### config.mk
export PLATFORM = sky130hd
export DESIGN_NAME = logic_unit_iter
export DESIGN_NICKNAME = d
export VERILOG_FILES = /design/src/rtl/logic_unit_iter.sv
export SDC_FILE = /design/constraint.sdc
export NUM_CORES = 1
export LEC_CHECK = 0
export BUFFER_PORTS_ARGS = -buffer_cell sky130_fd_sc_hd__clkbuf_2
export CAP_MARGIN = 20
export CORE_ASPECT_RATIO = 2
export CORE_MARGIN = 3
export CORE_UTILIZATION = 30
export CTS_BUF_LIST = sky130_fd_sc_hd__clkbuf_8
export CTS_CLUSTER_DIAMETER = 80
export DETAILED_ROUTE_END_ITERATION = 16
export PLACE_DENSITY = 0.54
export SLEW_MARGIN = 20
export SYNTH_ARGS = -nofsm -noshare
export SYNTH_HDL_FRONTEND = slang
export SYNTH_SLANG_ARGS = --single-unit
### constraint.sdc
create_clock -name clk -period 2.7 [get_ports clk]
set_input_delay 0.135 -clock clk [delete_from_list [all_inputs] [get_ports clk]]
set_output_delay 0.135 -clock clk [all_outputs]
set_load 0.05 [all_outputs]
### src/rtl/logic_unit_iter.sv
// Iterative bitwise logic unit: applies XOR/AND/OR/XNOR to latched operands LANE bits per cycle,
// LSB lane first, then holds the result under a valid/ready handshake until it is taken.
module logic_unit_iter #(
  parameter int unsigned WIDTH = 16,
  parameter int unsigned LANE  = 4
) (
  input  logic             clk,
  input  logic             rst,
  input  logic             in_valid,
  output logic             in_ready,
  input  logic [1:0]       op,
  input  logic [WIDTH-1:0] inA,
  input  logic [WIDTH-1:0] inB,
  output logic             out_valid,
  input  logic             out_ready,
  output logic [WIDTH-1:0] Out,
  output logic             zero,
  output logic             busy
);

  localparam int unsigned N  = WIDTH / LANE;
  localparam int unsigned CW = (N > 1) ? $clog2(N) : 1;
  localparam logic [CW-1:0]    LastLane = CW'(N - 1);
  localparam logic [WIDTH-1:0] LaneMask = WIDTH'({LANE{1'b1}});

  typedef enum logic [1:0] {
    StIdle = 2'd0,
    StBusy = 2'd1,
    StDone = 2'd2
  } state_e;

  state_e           r_state, w_state_d;
  logic [1:0]       r_op;
  logic [WIDTH-1:0] r_a, r_b, r_res;
  logic [WIDTH-1:0] w_res_d, w_full, w_mask;
  logic [CW-1:0]    r_lane, w_lane_d;
  logic             w_capture;

  // Full-width result is cheap; the mask picks out the lane written this cycle.
  always_comb begin
    w_full = '0;
    case (r_op)
      2'b00:   w_full = r_a ^ r_b;
      2'b01:   w_full = r_a & r_b;
      2'b10:   w_full = r_a | r_b;
      default: w_full = ~(r_a ^ r_b);
    endcase
  end

  assign w_mask = LaneMask << (LANE * 32'(r_lane));

  always_comb begin
    w_state_d = r_state;
    w_lane_d  = r_lane;
    w_res_d   = r_res;
    w_capture = 1'b0;
    case (r_state)
      StIdle: begin
        if (in_valid) begin
          w_capture = 1'b1;
          w_res_d   = '0;
          w_lane_d  = '0;
          w_state_d = StBusy;
        end
      end
      StBusy: begin
        w_res_d = (r_res & ~w_mask) | (w_full & w_mask);
        if (r_lane == LastLane) begin
          w_state_d = StDone;
        end else begin
          w_lane_d = r_lane + CW'(1);
        end
      end
      StDone: begin
        if (out_ready) begin
          w_state_d = StIdle;
        end
      end
      default: w_state_d = StIdle;
    endcase
  end

  always_ff @(posedge clk) begin
    if (rst) begin
      r_state <= StIdle;
      r_lane  <= '0;
      r_res   <= '0;
      r_op    <= '0;
      r_a     <= '0;
      r_b     <= '0;
    end else begin
      r_state <= w_state_d;
      r_lane  <= w_lane_d;
      r_res   <= w_res_d;
      if (w_capture) begin
        r_op <= op;
        r_a  <= inA;
        r_b  <= inB;
      end
    end
  end

  assign in_ready  = (r_state == StIdle);
  assign busy      = (r_state == StBusy);
  assign out_valid = (r_state == StDone);
  assign Out       = out_valid ? r_res : '0;
  assign zero      = out_valid && (r_res == '0);

endmodule

==> impl_metrics.env <==
export IMPL_nets=508
export IMPL_setup_violations_final=0
export IMPL_met3_wirelength_um=237
export IMPL_cp_required_ns=2.57
export IMPL_overflow=0
export IMPL_dieArea_sq_um=12400
export IMPL_ios=58
export IMPL_start_kind="flip-flop"
export IMPL_fin_cells=572
export IMPL_core_area_sq_um=10600
export IMPL_gp_congestion=0.753
export IMPL_clkLatencyLatePin_ns=0.31
export IMPL_worstPathMaxFanout=14
export IMPL_layout_common_cells="69 x nand2_1, 57 x clkbuf_2, 54 x dfxtp_1"
export IMPL_viasPerCell=4.52
export IMPL_path_clk_slew_ns=0.09
export IMPL_critPathMaxStageDelay_ns=0.56
export IMPL_status="finished clean"
export IMPL_rsz0062_at_grt="no"
export IMPL_drt_initial_drc_count=100
export IMPL_dr_wl_met2_mm=3.70
export IMPL_post_route_drc_count=0
export IMPL_min_path_type="primary input to flip-flop"
export IMPL_clock_path_buffers=2
export IMPL_post_route_util_pct=35.2
export IMPL_die_y_um=154
export IMPL_cts_tree="built"
export IMPL_fin_setup_tns_ns=0
export IMPL_final_area_sq_um=3740
export IMPL_grt_max_degree=37
export IMPL_syn_cell_area_sq_um=3300
export IMPL_synth_area_per_cell_sq_um=8.53
export IMPL_synth_area_leader_cell="dfxtp_1"
export IMPL_cts_hold_buffers_added=0
export IMPL_leakagePower_uw=0.00158
export IMPL_critical_path_arrival_ns=1.89
export IMPL_post_route_min_period_ns=2.02
export IMPL_path_class="flip-flop to primary output"
export IMPL_avgRoutedWirePerCell_um=12.3
export IMPL_synth_seq_cells=54
export IMPL_finClkSkew_ns=0.00461
export IMPL_fmax_mhz=495
export IMPL_numPortBuffers=57
export IMPL_synthCells=387
export IMPL_rows=53
export IMPL_dpl_cell_count=564
export IMPL_m1WireLength_mm=2.90
export IMPL_grt_antenna_before_repair=0
export IMPL_htreeDepth=2
export IMPL_top_layer_used="met4"
export IMPL_area_growth_pct=13.2
export IMPL_dp_hpwl_mm=5.45
export IMPL_ys_warn_count=0
export IMPL_firstDrtPassIters=4
export IMPL_cts_setup_buffers=0
export IMPL_slowest_stage="dfxtp_1"
export IMPL_power_uw=1680
export IMPL_drive_gt1_share_pct=19.5
export IMPL_root_buffer="clkbuf_8"
export IMPL_yosysUniqueCellTypes=29
export IMPL_cts_resized=0
export IMPL_tightest_slew_ns=0.730
export IMPL_cts_buffers=5
export IMPL_grt_pass1_wl_mm=11.8
export IMPL_syn_num_nets=461
export IMPL_cts_sinks=54
export IMPL_layout_commonest_cell="nand2_1"
export IMPL_ant_nets=0
export IMPL_drv_cap=0
export IMPL_seq_area_frac_synth_pct=32.8
export IMPL_p_per_area_nw_per_um2=449
export IMPL_yosys_area_top_type_share_pct=32.8
export IMPL_ir_drop_mv=0.210
export IMPL_synthTopCellsByArea="dfxtp_1 33%, ha_1 14%, mux2i_1 7.9%"
export IMPL_slew_violations=0
export IMPL_grt_pass1_vias=2632
export IMPL_min_period_over_period_pct=74.8
export IMPL_vias=2583
export IMPL_maxSlewHeadroom_pct=51.3
export IMPL_cp_end_kind="primary output"
export IMPL_hold_viol_final=0
export IMPL_diodes=0
export IMPL_start_util_pct=31.1
export IMPL_grt_total_usage_pct=12.0
export IMPL_dpl_cell_area_sq_um=3630
export IMPL_wl_mm=7.01
export IMPL_die_x_um=80.2
export IMPL_crit_chain="nor2b_1 > buf_4 > nand2_1 > nor2_1 > clkbuf_2"
cell usage after synthesis:
library cell,instances
nor4_1,4
mux2_2,12
nor2b_1,9
nand2_1,69
o21a_1,3
dfxtp_1,54
buf_4,3
clkbuf_1,7
and3b_1,5
o32ai_1,12
buf_2,5
o21ai_0,4
or3b_1,1
nor2_1,3
nand3b_1,7
o311ai_0,4
inv_1,49
nor3_1,1
o211ai_1,2
nand3_1,3
nand2b_1,1
and2_1,16
a21oi_1,41
o21ba_2,1
mux2i_1,26
buf_6,5
buf_8,3
ha_1,36
nor3b_4,1
where the power goes:
part           switching (uW)  internal (uW)
Combinational             158            134
Sequential               33.7            832
Clock                     261            259
registers in the layout, indices dropped and copies added, names as in the netlist:
register / flops
r_lane: 2
r_state: 2
r_res: 16
r_a: 16
r_b: 16
r_op: 2
path summary, 6_finish.rpt:
check                           startpoint  cells after the start  slack (ns)         to
worst max-delay path            r_state[1]                      5        0.68       zero
worst min-delay path                inA[1]                      3        0.03     r_a[1]
worst max register to register     r_op[1]                      3        1.03  r_res[12]
worst min register to register     r_op[0]                      2        0.47    r_op[0]
logic make-up (layout without fill, tap and decap cells):
family	Yosys count	in the layout	synth area share, %
adders and majority gates	36	36	13.6
muxes	38	38	12.0
and+or+nand+nor	120	120	18.2
buffers and inverters	72	120	10.9
DFF	54	54	32.8
AOI/OAI and AO/OA	67	67	12.5
per-stage QoR:
step	setup WS, ns	hold slack [ns]
final	0.680	0.0329
after global routing	0.485	0.0251
after CTS	0.643	0.0192
after detailed placement	1.00	0.363
after global placement	1.04	0.361
after floorplan	0.766	0.271
final cells by class:
cell class	instances	area (sq um)
Timing Repair Buffer	63	330
Sequential cell	54	1080
Multi-Input combinational cell	261	1860
Fill cell	1159	6870
Tap cell	137	171
Inverter	49	184
Clock buffer	8	110
critical path, delay by kind of cell, from the launching register on:
kind,cells,cell delay (ns)
AND/OR/NAND/NOR,3,0.51
buffers and inverters,2,0.51
flip-flops,1,0.56
metal layers:
metal  up-vias  track usage, %
met1      1156            12.7
met4         0            5.16
met3         8            1.86
met2        45            22.5
met5         -               0
li1       1374               -
No activity file was read; power rests on OpenSTA's default activity.
